$ cat src/rtl/uart_pkg.sv
// rtl/uart_pkg.sv - shared UART state encoding and bit-time divider helper
package uart_pkg;

    typedef enum logic [2:0] {
        ST_IDLE,
        ST_START,
        ST_DATA,
        ST_STOP,
        ST_BREAK
    } uart_state_t;

    function automatic int calc_divider(input int freq_in, input int baud);
        return freq_in / baud;
    endfunction

endpackage

$ cat src/rtl/sync_2ff.sv
// rtl/sync_2ff.sv - two-flop synchronizer for an asynchronous single-bit input
module sync_2ff #(
    parameter logic RESET_VAL = 1'b1
) (
    input  logic clk,
    input  logic rst_n,
    input  logic d,
    output logic q
);

    logic meta;

    always_ff @(posedge clk or negedge rst_n) begin
        if (!rst_n) begin
            meta <= RESET_VAL;
            q    <= RESET_VAL;
        end else begin
            meta <= d;
            q    <= meta;
        end
    end

endmodule

$ cat src/rtl/uart_rx.sv
// rtl/uart_rx.sv - oversampling asynchronous serial receiver with framing-error detection
module uart_rx
    import uart_pkg::*;
#(
    parameter int FREQ_IN   = 12000000,
    parameter int BAUD      = 115200,
    parameter int DATA_BITS = 8
) (
    input  logic                 CLK_IN,
    input  logic                 RESET_N,
    input  logic                 RX_IN,
    output logic [DATA_BITS-1:0] DATA_OUT,
    output logic                 DATA_VALID,
    output logic                 FRAME_ERROR,
    output logic                 BUSY
);

    localparam int DIVIDER = calc_divider(FREQ_IN, BAUD);
    localparam int HALF    = DIVIDER / 2;
    localparam int CNT_W   = $clog2(DIVIDER);
    localparam int IDX_W   = $clog2(DATA_BITS + 1);

    localparam logic [CNT_W-1:0] CNT_LAST = CNT_W'(DIVIDER - 1);
    localparam logic [CNT_W-1:0] CNT_HALF = CNT_W'(HALF - 1);
    localparam logic [IDX_W-1:0] IDX_LAST = IDX_W'(DATA_BITS - 1);

    generate
        if (DIVIDER < 4) begin : g_bad_divider
            $error("uart_rx: FREQ_IN/BAUD must be at least 4");
        end
        if (DATA_BITS < 5 || DATA_BITS > 9) begin : g_bad_data_bits
            $error("uart_rx: DATA_BITS must be within 5..9");
        end
    endgenerate

    uart_state_t          state;
    logic [CNT_W-1:0]     cnt;
    logic [IDX_W-1:0]     bit_idx;
    logic [DATA_BITS-1:0] shreg;
    logic                 rx_s;

    sync_2ff #(.RESET_VAL(1'b1)) u_rx_sync (
        .clk   (CLK_IN),
        .rst_n (RESET_N),
        .d     (RX_IN),
        .q     (rx_s)
    );

    assign BUSY = (state != ST_IDLE);

    always_ff @(posedge CLK_IN or negedge RESET_N) begin
        if (!RESET_N) begin
            state       <= ST_IDLE;
            cnt         <= '0;
            bit_idx     <= '0;
            shreg       <= '0;
            DATA_OUT    <= '0;
            DATA_VALID  <= 1'b0;
            FRAME_ERROR <= 1'b0;
        end else begin
            DATA_VALID  <= 1'b0;
            FRAME_ERROR <= 1'b0;
            case (state)
                ST_IDLE: begin
                    if (!rx_s) begin
                        state <= ST_START;
                        cnt   <= '0;
                    end
                end
                // A start bit that is already high again at mid-bit is a glitch.
                ST_START: begin
                    if (cnt == CNT_HALF) begin
                        cnt     <= '0;
                        bit_idx <= '0;
                        state   <= rx_s ? ST_IDLE : ST_DATA;
                    end else begin
                        cnt <= cnt + 1'b1;
                    end
                end
                ST_DATA: begin
                    if (cnt == CNT_LAST) begin
                        shreg   <= {rx_s, shreg[DATA_BITS-1:1]};
                        cnt     <= '0;
                        bit_idx <= bit_idx + 1'b1;
                        if (bit_idx == IDX_LAST) begin
                            state <= ST_STOP;
                        end
                    end else begin
                        cnt <= cnt + 1'b1;
                    end
                end
                ST_STOP: begin
                    if (cnt == CNT_LAST) begin
                        cnt <= '0;
                        if (rx_s) begin
                            DATA_OUT   <= shreg;
                            DATA_VALID <= 1'b1;
                            state      <= ST_IDLE;
                        end else begin
                            FRAME_ERROR <= 1'b1;
                            state       <= ST_BREAK;
                        end
                    end else begin
                        cnt <= cnt + 1'b1;
                    end
                end
                // Hold off until the line idles so a long break cannot look like new frames.
                ST_BREAK: begin
                    if (rx_s) begin
                        state <= ST_IDLE;
                    end
                end
                default: state <= ST_IDLE;
            endcase
        end
    end

endmodule

$ cat config.mk
export PLATFORM = sky130hd
export DESIGN_NAME = uart_rx
export DESIGN_NICKNAME = d
export VERILOG_FILES = /design/src/rtl/uart_pkg.sv /design/src/rtl/sync_2ff.sv /design/src/rtl/uart_rx.sv
export SDC_FILE = /design/constraint.sdc
export NUM_CORES = 1
export LEC_CHECK = 0
export CAP_MARGIN = 15
export CORE_MARGIN = 2
export CORE_UTILIZATION = 45
export DETAILED_ROUTE_END_ITERATION = 12
export PLACE_DENSITY_LB_ADDON = 0.15
export SLEW_MARGIN = 20
export SYNTH_ARGS = -nofsm -noshare
export SYNTH_HDL_FRONTEND = slang
export SYNTH_SLANG_ARGS = --single-unit
$ cat constraint.sdc
create_clock -name CLK_IN -period 2.6 [get_ports CLK_IN]
set_input_delay 0.52 -clock CLK_IN [delete_from_list [all_inputs] [get_ports CLK_IN]]
set_output_delay 0.52 -clock CLK_IN [all_outputs]
set_load 0.005 [all_outputs]
==> summary.txt, run 1 <==
Pwr
  – Reg power frac: 0.630
  – Power Internal: ~670 uW
  – Clock Power Share: 0.353
  – Pleak: about 0.86 nW
  – Pwr Density: about 470 nW/um^2
  – Total net switching power: 179 uW
  – Net Sw Frac: 0.212
  – Gate power share: 0.017
  – Worst VDD drop: 0.175 mV

Die
  – Total die area: around 4000 um^2
  – DIE WIDTH: 63.1 um
  – Initial core utilization: 0.471
  – Row Count: 21
  – # IOs: 14
  – Core area: 3340 um^2
  – Vert. Die Dim: about 63 um

Global routing
  – Vias in the first global route: roughly 1.1k
  – Pin count of the biggest net entering global routing: 35
  – Overall Global Routing Usage: 0.160
  – Initial antenna violation count: 0
  – GR Overflow Total: 0
  – First-pass GRT wire length: between 4000 and 5000 um

Setup path
  – CP endpoint kind: primary output
  – Reg2reg path depth: 4
  – Crit path max fanout: 13
  – Worst setup path end: BUSY
  – Crit Reg-Reg Startpoint: cnt[4]$_DFFE_PN0P_
  – CP Launch Point: state[1]$_DFFE_PN0P_
  – Startpoint types: register
  – CP arrival: roughly 1.7 ns
  – Reg2reg end: DATA_OUT[5]$_DFFE_PN0P_
  – Critical path class: reg -> out
  – CP required: approximately 2.1 ns
  – R2R Setup Slk: around 0.43 ns

Layout
  – Layout cells sized above 1: 0.137
  – Nets: between 150 and 200
  – Fill count: approximately 300
  – FF+latch area: 853 um^2
  – Antenna diode count: 0
  – Layout Area Growth over Synthesis: 14.8%
  – Multi-input logic area: 662 um^2
  – Finished Cell Area: 1800 um^2

Detailed routing
  – Post-Route WL: 2730 um
  – DRC viols: 0
  – Wire length per cell: about 14 um
  – Vias per cell: ~5.3
  – Detailed Routing Iterations Pass 1: 4
  – Antenna viol nets, final: 0
  – Via count: 1056
  – Initial DRC Count: between 40 and 50

Yosys
  – Async SR Flop Fraction: 1.00
  – Yosys reg bits: 34
  – Mapped cell area: 1570 um^2
  – Synth area leaders: dfrtp_1 51%, mux2_4 7.6%, mux2_1 5.0%, dfstp_2 3.3%, nand2_1 3.3%
  – Synth Instances: ~140
  – Seq/Total Area, Yosys: 0.543
  – Area share of the largest cell type after synthesis: 0.510
  – Syn Nets: approximately 140
  – Cell taking the most area after synthesis: dfrtp_1
  – Top FF cell, synth: dfrtp_1
  – Number of flops mapped to enable cells by yosys: 0
  – Distinct cells, synth: 42
  – Ys Warns: 0
  – Avg Cell Area, Syn: roughly 12 um^2

CTS
  – CTS root buf: clkbuf_4
  – Clk pin slew, worst setup/hold paths: approximately 0.1 ns
  – Quantity of gates resized following cts: 0
  – Clock buffer depth: 2
  – CTS H-tree lvls: 2
  – Clk sinks: 34
  – TritonCTS clock tree: done
  – Worst-Skew Late Latency: roughly 0.32 ns
  – Cts hold-fix bufs: 0
  – Post-CTS Repair Setup Buffers: 0
  – CTS Buf Count: 5

Timing
  – RSZ-0062 raised after global routing: no
  – Slew margin rel.: 0.651
  – Final setup viols: 0
  – Setup ws final: around 0.43 ns
  – Worst-Margin Slew: around 0.52 ns
  – Period utilization: 0.835
  – Layout Skew: between 0.007 and 0.008 ns
  – Min Hold Slack: between 0.3 and 0.4 ns
  – Min Clock Period, post-route: 2.17 ns
  – Post-route setup TNS: 0 ns
  – Fmax: around 460 MHz
  – Slew Limit Fails: 0
  – Final Hold Viols: 0

Placed design
  – DP Wirelength: roughly 1900 um
  – Placed instance area: between 1500 and 2000 um^2
  – Placement Setup Slack: around 0.44 ns
  – GPL Wtd Cong: slightly above 0.8
  – Number of port buffers: 13

Hold path
  – Worst min path class: reg -> reg

Job
  – Max-cap violations: 0

Outcome
  – Status: complete, no violations
## stage by stage
step                      cells  total power, mW  utilization
after floorplan             136            0.543            -
after global placement      191            0.558        0.523
after detailed placement    191            0.559        0.523
after CTS                   199            0.862        0.541
after global routing        199            0.887        0.541
final                       199            0.845        0.541
## layout by cell type, fill, tap and decap left out, types with 2 or more instances in the layout
master,n
dfstp_2,2
nor2_1,6
clkbuf_4,5
nand3_1,4
inv_1,6
dfrtp_1,32
nand2_1,14
buf_4,2
clkdlybuf4s50_1,13
mux2_4,8
nand4b_1,2
ha_1,2
mux2_1,7
a21o_1,5
o21ai_1,6
a21oi_1,3
o211ai_1,3
nor3_1,5
## kinds of logic after synthesis
logic type,synth area share
xor gates and xnor gates,0.0111
AOI/OAI and AO/OA,0.112
buffers and inverters,0.0358
and+or+nand+nor,0.155
muxes,0.127
DFF,0.543
adders and majority gates,0.0159
## cell usage after synthesis, types with 2 or more instances
| library cell | count |
|---|---|
| nand2_1 | 14 |
| a21oi_1 | 3 |
| clkbuf_1 | 5 |
| dfstp_2 | 2 |
| o21ai_1 | 6 |
| ha_1 | 2 |
| dfrtp_1 | 32 |
| mux2_1 | 7 |
| o211ai_1 | 3 |
| nand3_1 | 4 |
| mux2_4 | 8 |
| nand4b_1 | 2 |
| nor2_1 | 6 |
| inv_1 | 6 |
| nor3_1 | 5 |
| a21o_1 | 5 |
## sequential cells by signal, summed over array words and instances (netlist names), 3 cells and up
name	flops
shreg	8
bit_idx	4
DATA_OUT	8
state	3
cnt	7
## worst min path at each step
stage	startpoint	endpoint	slack, ns	cells after the start
after detailed placement	u_rx_sync.meta$_DFF_PN1_	u_rx_sync.q$_DFF_PN1_	0.35	0
after floorplan	RESET_N	DATA_OUT[0]$_DFFE_PN0P_	0.22	0
final	u_rx_sync.meta$_DFF_PN1_	u_rx_sync.q$_DFF_PN1_	0.36	0
after global placement	u_rx_sync.meta$_DFF_PN1_	u_rx_sync.q$_DFF_PN1_	0.35	0
after CTS	u_rx_sync.meta$_DFF_PN1_	u_rx_sync.q$_DFF_PN1_	0.36	0
after global routing	u_rx_sync.meta$_DFF_PN1_	u_rx_sync.q$_DFF_PN1_	0.37	0
## power by group through the flow
stage                     clock, mW  combinational (mW)  sequential, mW
final                         0.298              0.0145           0.533
after global routing          0.337              0.0173           0.533
after CTS                     0.314              0.0159           0.533
after detailed placement          0              0.0160           0.543
after global placement            0              0.0154           0.543
after floorplan                   0            0.000861           0.543
## final cells by class
class                      instances  area share
sequential                        34       0.473
multi-input combinational         89       0.367
timing repair buffer              15      0.0804
tap                               46      0.0319
clock buffer                       7      0.0305
inverter                           7      0.0146
clock inverter                     1     0.00277
## worst max-delay path: stages (launching register included)
cell and delay [ns]:
dfrtp_1 0.53, nor2_1 0.28, nand2_1 0.08, clkdlybuf4s50_1 0.44
## routing by layer
metal / vias to the layer above / GRT usage / part of all wire
met1: 508 / 0.180 / 0.45
li1: 519 / - / -
met4: 0 / 0.0750 / 0.014
met2: 25 / 0.274 / 0.50
met5: - / 0 / 0
met3: 4 / 0.0500 / 0.040
(Power assumes the default switching activity.)
==> inputs of run 2 (changes only) <==
- clock period: 2.6 -> 2.15 ns (I/O delays scaled with it)
==> run 2 against run 1 <==
Sequential share of layout area fell by 1.9 points. Core utilization rose by 2.3 points. Clock skew rose by 0.0047 ns. Clock power rose by 110%. Cell area rose by 4.2%. Via count rose by 2.1%. Highest routed layer unchanged. Power rose by 51%. Critical path depth did not move. Critical endpoint unchanged. Flip-flop and latch count did not move. Largest cell class unchanged. Clock-buffer cell count fell by 1.
==> summary.txt, run 2 (same netlist as run 1, synthesis figures left out) <==
Detailed routing
  – Initial DRC Count: just over 80
  – Met2 Routed Length: around 1300 um
  – Met3 wire length: 108 um
  – Wl on met1: between 1000 and 1500 um
  – Vias per cell: approximately 5.3
  – Via count: 1078
  – Detailed Routing Iterations Pass 1: 4
  – DRC viols: 0
  – DR top layer: met4
  – Antenna viol nets, final: 0
  – Wire length per cell: roughly 14 um
  – Post-Route WL: 2730 um

Setup path
  – Critical path buffers and inverters: 2
  – CP arrival: around 1.6 ns
  – Crit-path cells: inv_1 -> nand2_1 -> clkdlybuf4s50_1
  – Startpoint types: register
  – Slowest-stage cell, CP: dfrtp_1
  – Critical path's largest stage delay: 0.53 ns
  – CP top delay family: buffers and inverters
  – Crit path max fanout: 10
  – Critical path class: reg -> out
  – CP required: 1.72 ns
  – CP endpoint kind: primary output

Placed design
  – Placed instance area: ~1800 um^2
  – Placement Setup Slack: 0.203 ns
  – Number of port buffers: 13
  – GPL Wtd Cong: approximately 0.81
  – DP Wirelength: between 1500 and 2000 um
  – Dpl cells: roughly 190

Timing
  – Worst-Margin Slew: between 0.5 and 0.6 ns
  – Final setup viols: 0
  – Final Hold Viols: 0
  – Period utilization: 0.945
  – Min Hold Slack: about 0.36 ns
  – Fmax: 492 MHz
  – RSZ-0062 raised after global routing: no
  – Post-route setup TNS: 0 ns
  – Slew Limit Fails: 0
  – Slew margin rel.: 0.625
  – Layout Skew: roughly 0.012 ns
  – Min Clock Period, post-route: just over 2 ns
  – Setup ws final: approximately 0.12 ns

CTS
  – Clk sinks: 34
  – Worst-Skew Late Latency: about 0.35 ns
  – CTS Buf Count: 5
  – TritonCTS clock tree: done
  – Clock buffer depth: 2
  – CTS H-tree lvls: 2
  – CTS root buf: clkbuf_4
  – Clk pin slew, worst setup/hold paths: about 0.10 ns
  – Cts hold-fix bufs: 0

Global routing
  – First-pass GRT wire length: roughly 5200 um
  – Initial antenna violation count: 0
  – Pin count of the biggest net entering global routing: 35
  – Overall Global Routing Usage: 0.168
  – GR Overflow Total: 0
  – Vias in the first global route: roughly 1.1k

Pwr
  – Net Sw Frac: 0.186
  – Worst VDD drop: a little under 0.5 mV
  – Total net switching power: approximately 240 uW
  – Power Internal: 1.04 mW
  – Total Power: between 1 and 1.5 mW
  – Clock Power Share: 0.483
  – Gate power share: 0.014
  – Reg power frac: 0.503
  – Pwr Density: around 680 nW/um^2
  – Pleak: about 0.9 nW

Layout
  – Layout Area Growth over Synthesis: 19.7%
  – Post-route insts no fill: ~200
  – Most common cell after layout, fill and taps aside: dfrtp_1
  – Layout cells sized above 1: 0.167
  – Core Util, Final: 0.564
  – Nets: 160
  – Antenna diode count: 0
  – Commonest cells after routing, fill and taps aside: 32 x dfrtp_1, 14 x nand2_1, 13 x clkdlybuf4s50_1
  – Finished Cell Area: 1880 um^2
  – Biggest regs: DATA_OUT (8), shreg (8), cnt (7)

Die
  – Total die area: 3980 um^2
  – Initial core utilization: 0.471
  – Core area: 3340 um^2
  – # IOs: 14
  – DIE WIDTH: approximately 63 um
  – Vert. Die Dim: 63.1 um
  – Row Count: 21

Job
  – Max-cap violations: 0

Hold path
  – Worst min path class: reg -> reg

Outcome
  – Status: complete, no violations
==> run 2: changes by cell type in the layout (fill, tap and decap cells not counted) <==
cell / previous run / this run
buf_4: 2 / 5
nor2_1: 6 / 5
clkinv_2: 1 / 0
bufinv_16: 0 / 2
nor2_2: 0 / 1
clkbuf_1: 1 / 0
==> run 2: power groups by stage <==
stage          sequential, mW  clock (mW)  combinational, mW
2_1_floorplan           0.656           0            0.00104
3_3_place_gp            0.656           0             0.0187
3_5_place_dp            0.656           0             0.0189
4_1_cts                 0.644       0.630             0.0189
5_1_grt                 0.645       0.666             0.0215
6_report                0.644       0.618             0.0181
==> run 2: area by class of cell <==
cell class	count	area (um^2)
Tap cell	46	57.6
Inverter	7	26.3
Timing Repair Buffer	18	168
Sequential cell	34	853
Clock inverter	2	60.1
Multi-Input combinational cell	89	664
Clock buffer	6	51.3
Fill cell	286	1460
==> run 2: worst paths after layout <==
kind | start | to | slack (ns) | cells after the start
max in group asynchronous | RESET_N | u_rx_sync.meta$_DFF_PN1_ | 1.33 | 2
min reg2reg | u_rx_sync.meta$_DFF_PN1_ | u_rx_sync.q$_DFF_PN1_ | 0.36 | 0
min | u_rx_sync.meta$_DFF_PN1_ | u_rx_sync.q$_DFF_PN1_ | 0.36 | 0
max | state[2]$_DFFE_PN0P_ | BUSY | 0.12 | 3
min in group asynchronous | RESET_N | DATA_VALID$_DFF_PN0_ | 0.47 | 2
max reg2reg | cnt[3]$_DFFE_PN0P_ | cnt[4]$_DFFE_PN0P_ | 0.20 | 5
==> run 2: what timing repair did <==
item	4_1_cts	5_1_grt
resized for setup	0	1
endpoints found under the setup margin	0	1
buffers inserted	0	0
==> run 2: layer usage <==
| layer | global-route usage | vias up |
|---|---|---|
| met4 | 0.0917 | 0 |
| met3 | 0.0500 | 8 |
| met2 | 0.261 | 18 |
| met1 | 0.211 | 527 |
| met5 | 0 | - |
| li1 | - | 525 |
